[config.mk]
export PLATFORM = sky130hd
export DESIGN_NAME = axi_stream_fifo
export DESIGN_NICKNAME = d
export VERILOG_FILES = /design/src/rtl/axi_fifo_pkg.sv /design/src/rtl/fifo_ram.sv /design/src/rtl/axi_stream_fifo.sv
export SDC_FILE = /design/constraint.sdc
export NUM_CORES = 1
export LEC_CHECK = 0
export CAP_MARGIN = 20
export CORE_ASPECT_RATIO = 0.75
export CORE_MARGIN = 1.5
export CORE_UTILIZATION = 51
export CTS_CLUSTER_SIZE = 20
export DETAILED_ROUTE_END_ITERATION = 10
export HOLD_SLACK_MARGIN = 0.06
export PLACE_DENSITY = 0.75
export SETUP_SLACK_MARGIN = 0.2
export SYNTH_ARGS = -nofsm -noshare
export SYNTH_HDL_FRONTEND = slang
export SYNTH_HIERARCHICAL = 1
export SYNTH_SLANG_ARGS = --single-unit
[constraint.sdc]
create_clock -name clk -period 2.6 [get_ports clk]
set_clock_uncertainty 0.1 [all_clocks]
set_input_delay 0.26 -clock clk [delete_from_list [all_inputs] [get_ports clk]]
set_output_delay 0.26 -clock clk [all_outputs]
set_load 0.03 [all_outputs]
[src/rtl/axi_fifo_pkg.sv]
// Shared defaults, pointer-width helper and storage word layout for the
// AXI-style stream FIFO.
package axi_fifo_pkg;

   localparam int DEF_DATA_W = 8;
   localparam int DEF_DEPTH  = 8;

   typedef struct packed {
      logic                  last;
      logic [DEF_DATA_W-1:0] data;
   } fifo_word_t;

   function automatic int ptr_w(input int depth);
      return $clog2(depth) + 1;
   endfunction

endpackage

[src/rtl/fifo_ram.sv]
// Simple dual-port storage: synchronous write port, asynchronous read port.
module fifo_ram #(
   parameter int WIDTH = 9,
   parameter int DEPTH = 8
) (
   input  logic                     clk,
   input  logic                     we,
   input  logic [$clog2(DEPTH)-1:0] waddr,
   input  logic [WIDTH-1:0]         wdata,
   input  logic [$clog2(DEPTH)-1:0] raddr,
   output logic [WIDTH-1:0]         rdata
);

   logic [WIDTH-1:0] mem [DEPTH];

   // Storage write; contents are intentionally never cleared.
   always_ff @(posedge clk) begin
      if (we) begin
         mem[waddr] <= wdata;
      end
   end

   assign rdata = mem[raddr];

endmodule

[src/rtl/axi_stream_fifo.sv]
// First-word-fall-through stream FIFO with valid/ready on both sides, a
// stored last sideband, occupancy count, threshold flags and flush.
module axi_stream_fifo
   import axi_fifo_pkg::*;
#(
   parameter int DATA_W = DEF_DATA_W,
   parameter int DEPTH  = DEF_DEPTH,
   parameter int AF_LVL = DEPTH - 2,
   parameter int AE_LVL = 1
) (
   input  logic                     clk,
   input  logic                     reset,
   input  logic                     flush,
   input  logic [DATA_W-1:0]        wdata,
   input  logic                     wlast,
   input  logic                     wvalid,
   output logic                     wready,
   output logic [DATA_W-1:0]        rdata,
   output logic                     rlast,
   output logic                     rvalid,
   input  logic                     rready,
   output logic [$clog2(DEPTH):0]   count,
   output logic                     almost_full,
   output logic                     almost_empty
);

   localparam int PW = ptr_w(DEPTH);
   localparam int AW = PW - 1;
   localparam logic [PW-1:0] PTR_ONE = {{(PW-1){1'b0}}, 1'b1};
   localparam logic [PW-1:0] AF_CNT  = PW'(AF_LVL);
   localparam logic [PW-1:0] AE_CNT  = PW'(AE_LVL);

   typedef struct packed {
      logic              last;
      logic [DATA_W-1:0] data;
   } word_t;

   logic [PW-1:0] wptr;
   logic [PW-1:0] rptr;
   logic          full;
   logic          empty;
   logic          push;
   logic          pop;
   logic          ram_we;
   word_t         wr_word;
   word_t         rd_word;

   // Wrap bit distinguishes full from empty when the index bits match.
   always_comb begin
      empty = (wptr == rptr);
      full  = (wptr[AW-1:0] == rptr[AW-1:0]) && (wptr[AW] != rptr[AW]);
   end

   assign wready = !full;
   assign rvalid = !empty;
   assign push   = wvalid && wready;
   assign pop    = rvalid && rready;
   assign count  = wptr - rptr;

   // Threshold flags follow the occupancy directly.
   always_comb begin
      almost_full  = (count >= AF_CNT);
      almost_empty = (count <= AE_CNT);
   end

   // A flush or reset cycle drops any concurrent write.
   assign ram_we  = reset && !flush && push;
   assign wr_word = '{last: wlast, data: wdata};

   fifo_ram #(
      .WIDTH ($bits(word_t)),
      .DEPTH (DEPTH)
   ) u_ram (
      .clk   (clk),
      .we    (ram_we),
      .waddr (wptr[AW-1:0]),
      .wdata (wr_word),
      .raddr (rptr[AW-1:0]),
      .rdata (rd_word)
   );

   assign rdata = rd_word.data;
   assign rlast = rd_word.last;

   // Pointer update: reset beats flush, flush beats push/pop.
   always_ff @(posedge clk) begin
      if (!reset) begin
         wptr <= '0;
         rptr <= '0;
      end else if (flush) begin
         wptr <= '0;
         rptr <= '0;
      end else begin
         if (push) begin
            wptr <= wptr + PTR_ONE;
         end
         if (pop) begin
            rptr <= rptr + PTR_ONE;
         end
      end
   end

endmodule

### Yosys cells after proc, flatten, opt, wreduce, memory -nomap -nowiden

Memory sizes are Yosys's and may differ from the RTL's. A register that Yosys moved wholly into a read port is not among the register bits.
Index checks and enable logic that the tools add are counted.

* bits of input ports: 14
* flip-flop bits (word level): 8
* memory bits (writable): 72
* output and inout bits: 17
* memories: 1

* bitwise logic cells: 1
* order comparisons: 2
* reduce and logical (&&, ||, !) cells: 9
* eq/ne operators: 3
* add/sub/neg operators: 3
* muxes and demuxes: 4

Memories
* u_ram.mem: depth 8, bits a word 9, rd ports 1, clocked after memory_dff 1, wr ports 1, line fifo_ram.sv:14 `logic [WIDTH-1:0] mem [DEPTH];`

Operator list (number)
* $add 4x1->4 const B: 2
* $mux 3: 2
* $logic_and 1x1->1: 5
* $eq 4x4->1: 1
* $ge 4x3->1 const B: 1
* $le 4x1->1 const B: 1
* $sub 4x4->4: 1
* $eq 3x3->1: 1
* $logic_not 1->1: 3
* $mux 1: 2
* $reduce_or 2->1: 1
* $ne 1x1->1: 1
* $not 1->1: 1

### Logic depth before layout (Yosys ltp)

* depth in word-level cells: 7
* gate-level depth with buffers: 8
* mapped depth without buffers: 7

### Cells and area by module

The synthesis kept the hierarchy.

By module, submodules not included
* fifo_ram: cells each 117, sequential area each 2162.1 um2, instances 1, area an instance 2839.0 um2
* axi_stream_fifo: cells each 74, sequential area each 160.2 um2, instances 1, area an instance 599.3 um2

### Least setup slack after synthesis

Ideal clock, no wire load.

* kind: register to register
* start: register wptr[0]
* end: memory u_ram.mem[0][0] (enable)
* data arrival time: 2211 ps
* cell stages (with the launch flop): 9
* clock period less this slack: 2698 ps
* setup slack: -98 ps
* path buffers: 1
* cell sequence: dfxtp_1 inv_1 ha_1 and3_1 buf_2 a21boi_2 and2_1 nand2b_1 nor3_1

* cells in the longest elaborated chain, start to end: 7

RTL lines
* from (decl): line axi_stream_fifo.sv:38 `logic [PW-1:0] wptr;`
* from (signal assigned): line axi_stream_fifo.sv:95 `wptr <= wptr + PTR_ONE;`
* $eq 3x3->1: line axi_stream_fifo.sv:51 `full = (wptr[AW-1:0] == rptr[AW-1:0]) && (wptr[AW] != rptr[AW]);`
* $logic_and 1x1->1: line axi_stream_fifo.sv:51
* $logic_not 1->1: line axi_stream_fifo.sv:54 `assign wready = !full;`
* $logic_and 1x1->1: line axi_stream_fifo.sv:56 `assign push = wvalid && wready;`
* $logic_and 1x1->1: line axi_stream_fifo.sv:67 `assign ram_we = reset && !flush && push;`
* net ram_we: line axi_stream_fifo.sv:44 `logic ram_we;`
* $mux 1: line fifo_ram.sv:18 `if (we) begin`
* $mux 1 (not written as such): line fifo_ram.sv:19 `mem[waddr] <= wdata;`
* to (decl): line fifo_ram.sv:14

The timed path passes the listed nets, and every way through them passes these cells.

==> reports/results.txt <==
via/cell ratio -> 5.42
io pins -> 31
YS warnings -> 6
vias in the first global route -> 1861
status -> finished clean
Fmax -> 436 MHz
FF+latch area -> 0.00233 mm2
clock-pin slew on the worst setup and hold paths -> 0.08 ns
Final HPWL DP -> 4.27 mm
root buf cell -> clkbuf_8
clk_lat worst skew -> 0.35 ns
drt total wl -> 6.19 mm
# rows -> 25
r2r setup slk -> 0.32 ns
Tmin final -> 2.29 ns
part of the cycle the worst path needs -> 88.2%
global-route wire length before repair -> 9.98 mm
final setup vio count -> 0
CTS H-tree lvls -> 3
top cell type by total area after synthesis -> edfxtp_1
R2R cell count -> 8
hold depth -> 2
n_diodes -> 0
CTS sink count -> 80
DR DRC count -> 0
CTS Buffer Depth -> 2
filler cell count in the final layout -> 463
max_cap viols -> 0
Via Count -> 1833
TritonCTS Buffers -> 9
mean post-synth cell area -> 18.0 um2
reg-to-reg endpoint -> u_ram/mem[6][3]
crit path DAT -> 1.93 ns
hold crit path type -> flip-flop to flip-flop
CTS tree -> built
Initial Util -> 53.6%
Most Crowded Layer GR -> met2
register area share after synthesis -> 67.5%
Req. time, crit path -> 2.24 ns
synthesized cell area -> 0.00344 mm2
Die H -> 74.1 um
IO buf count -> 30
final hold vios -> 0
GRT met2 Usage -> 32.6%
RSZ-0062 raised after global routing -> no
Area contributors post-synth -> edfxtp_1 63%, mux4_1 14%, dfxtp_1 4.7%, mux2_2 2.9%, mux2i_1 2.3%
RD Place Congestion -> 0.740
Worst Path Max Fanout -> 12
CP Capture Type -> primary output
routed len/inst -> 18.3 um
hold path start -> wptr[2]
Syn Inst Count -> 191
First DRT Iteration DRCs -> 98
Lkg Pwr -> 0.00146 uW
worst slew pin tran -> 0.378 ns
hold path endpoint -> wptr[2]
CP Class -> flip-flop to primary output
M1 GR Usage -> 25.0%
largest net degree at the start of global routing -> 21
total power draw -> 2330 uW
initial antenna violation count -> 0
Multi-input gate area -> 0.00106 mm2
R2R Path Start -> wptr[1]
Total Nets Final -> 272
Setup TNS Final -> 0 ns
Antenna Violating Nets Remaining -> 0
die span in x -> 97.8 um
DRT Pass-1 Iters -> 4
Slew headroom -> 74.6%
layout cell share with drive strength beyond 1 -> 30.4%
Area growth syn-to-layout -> 20.6%
GRT Residual Overflow -> 0
max-slew violations -> 0
cts hold-fix bufs -> 0
Worst Setup SP -> rptr[0]
pwr/cell area -> 562 mW/mm2
#FFs+latches synth -> 80
grt met3 use -> 6.30%
peak supply drop -> 0.377 mV
Syn Nets -> 211
core footprint -> 0.00641 mm2
Synth cell types -> 28
total die area -> 0.00725 mm2
startpoint type of the worst setup path -> flip-flop
top cell type's share of synthesized area -> 62.9%
total track usage -> 19.3%
## routing by layer
layer	vias to the layer above	share of wire [%]
li1	884	-
met1	904	45
met2	40	49
met3	5	5.1
met4	0	0.57
met5	-	0
## layout make-up
cell class                      instances  share of cell area [%]
Tap cell                               81                    2.44
Multi-Input combinational cell         97                    25.5
Timing Repair Buffer                   58                    11.2
Inverter                                6                   0.543
Sequential cell                        80                    56.2
Clock buffer                            9                    2.99
Clock inverter                          7                    1.15
## cell usage in the layout, fill, tap and decap left out, drive strengths merged
cell	n
nand2b	7
ha	5
nand4	2
dfxtp	8
edfxtp	72
and3	2
mux4	18
mux2	9
nor2b	1
a21oi	6
o21ai	1
and2	1
inv	7
xor2	1
buf	44
o21a	1
nand2	19
a21boi	2
nor2	8
nor3	2
nand3b	1
clkinvlp	3
clkdlybuf4s50	14
mux2i	8
fa	1
clkbuf	9
clkinv	3
xnor2	2
## registers in the layout (all words and copies together) (netlist names)
signal / count
u_ram/mem: 72
rptr: 4
wptr: 4
## Yosys cell counts (all sizes together)
master and instances:
edfxtp 72, nand2 19, mux4 18, mux2 9, dfxtp 8, mux2i 8
nor2 8, nand2b 7, a21oi 6, buf 6, inv 6, ha 5
a21boi 2, and3 2, clkbuf 2, nand4 2, nor3 2, xnor2 2
and2 1, fa 1, nand3b 1, nor2b 1, o21a 1, o21ai 1
xor2 1
## metrics by stage
stage          instance area (um2)  hold WS [ns]  cells  util [%]  setup WS (ns)
6_report                      4150         0.419    338      64.6          0.306
4_1_cts                       4160         0.446    336      64.9          0.158
2_1_floorplan                 3460         0.259    191         -          0.106
3_3_place_gp                  3970         0.417    319      62.0          0.213
3_5_place_dp                  3970         0.429    319      62.0          0.141
5_1_grt                       4150         0.457    338      64.6          0.201
## critical path, cell delays in order, from the launching register on
cell,delay (ns)
dfxtp_4,0.39
buf_8,0.16
mux4_1,0.56
mux2_2,0.29
buf_2,0.18
## where the power goes
part | switching (uW) | internal, uW
Clock | 437 | 344
Sequential | 2.64 | 1400
Combinational | 77.6 | 65.0
Total | 517 | 1810
## worst max-delay path by stage
stage | endpoint | slack (ns) | cells past startpoint
4_1_cts | rdata[4] | 0.16 | 4
3_3_place_gp | rdata[4] | 0.21 | 4
5_1_grt | u_ram/mem[6][3] | 0.20 | 8
6_report | rdata[4] | 0.31 | 4
3_5_place_dp | almost_empty | 0.14 | 7
2_1_floorplan | u_ram/mem[1][0] | 0.11 | 8
## cells by family (layout without fill, tap and decap cells)
family,count (synthesis),after routing,share of synthesized area (%)
DFF,80,80,67.5
AOI/OAI and AO/OA,10,10,1.89
and+or+nand+nor,43,43,5.82
muxes,35,35,19.0
adders and majority gates,6,6,2.40
buffers and inverters,14,80,2.33
xor gates and xnor gates,3,3,0.983
## repair_timing
item / in CTS / in global routing
gates resized for setup: 39 / 24
pin swaps: 0 / 1
buffers inserted: 0 / 2
gates cloned: 1 / 0
endpoints found under the setup margin: 10 / 81
endpoints found under the hold margin: 0 / 0
(Power assumes the default switching activity.)
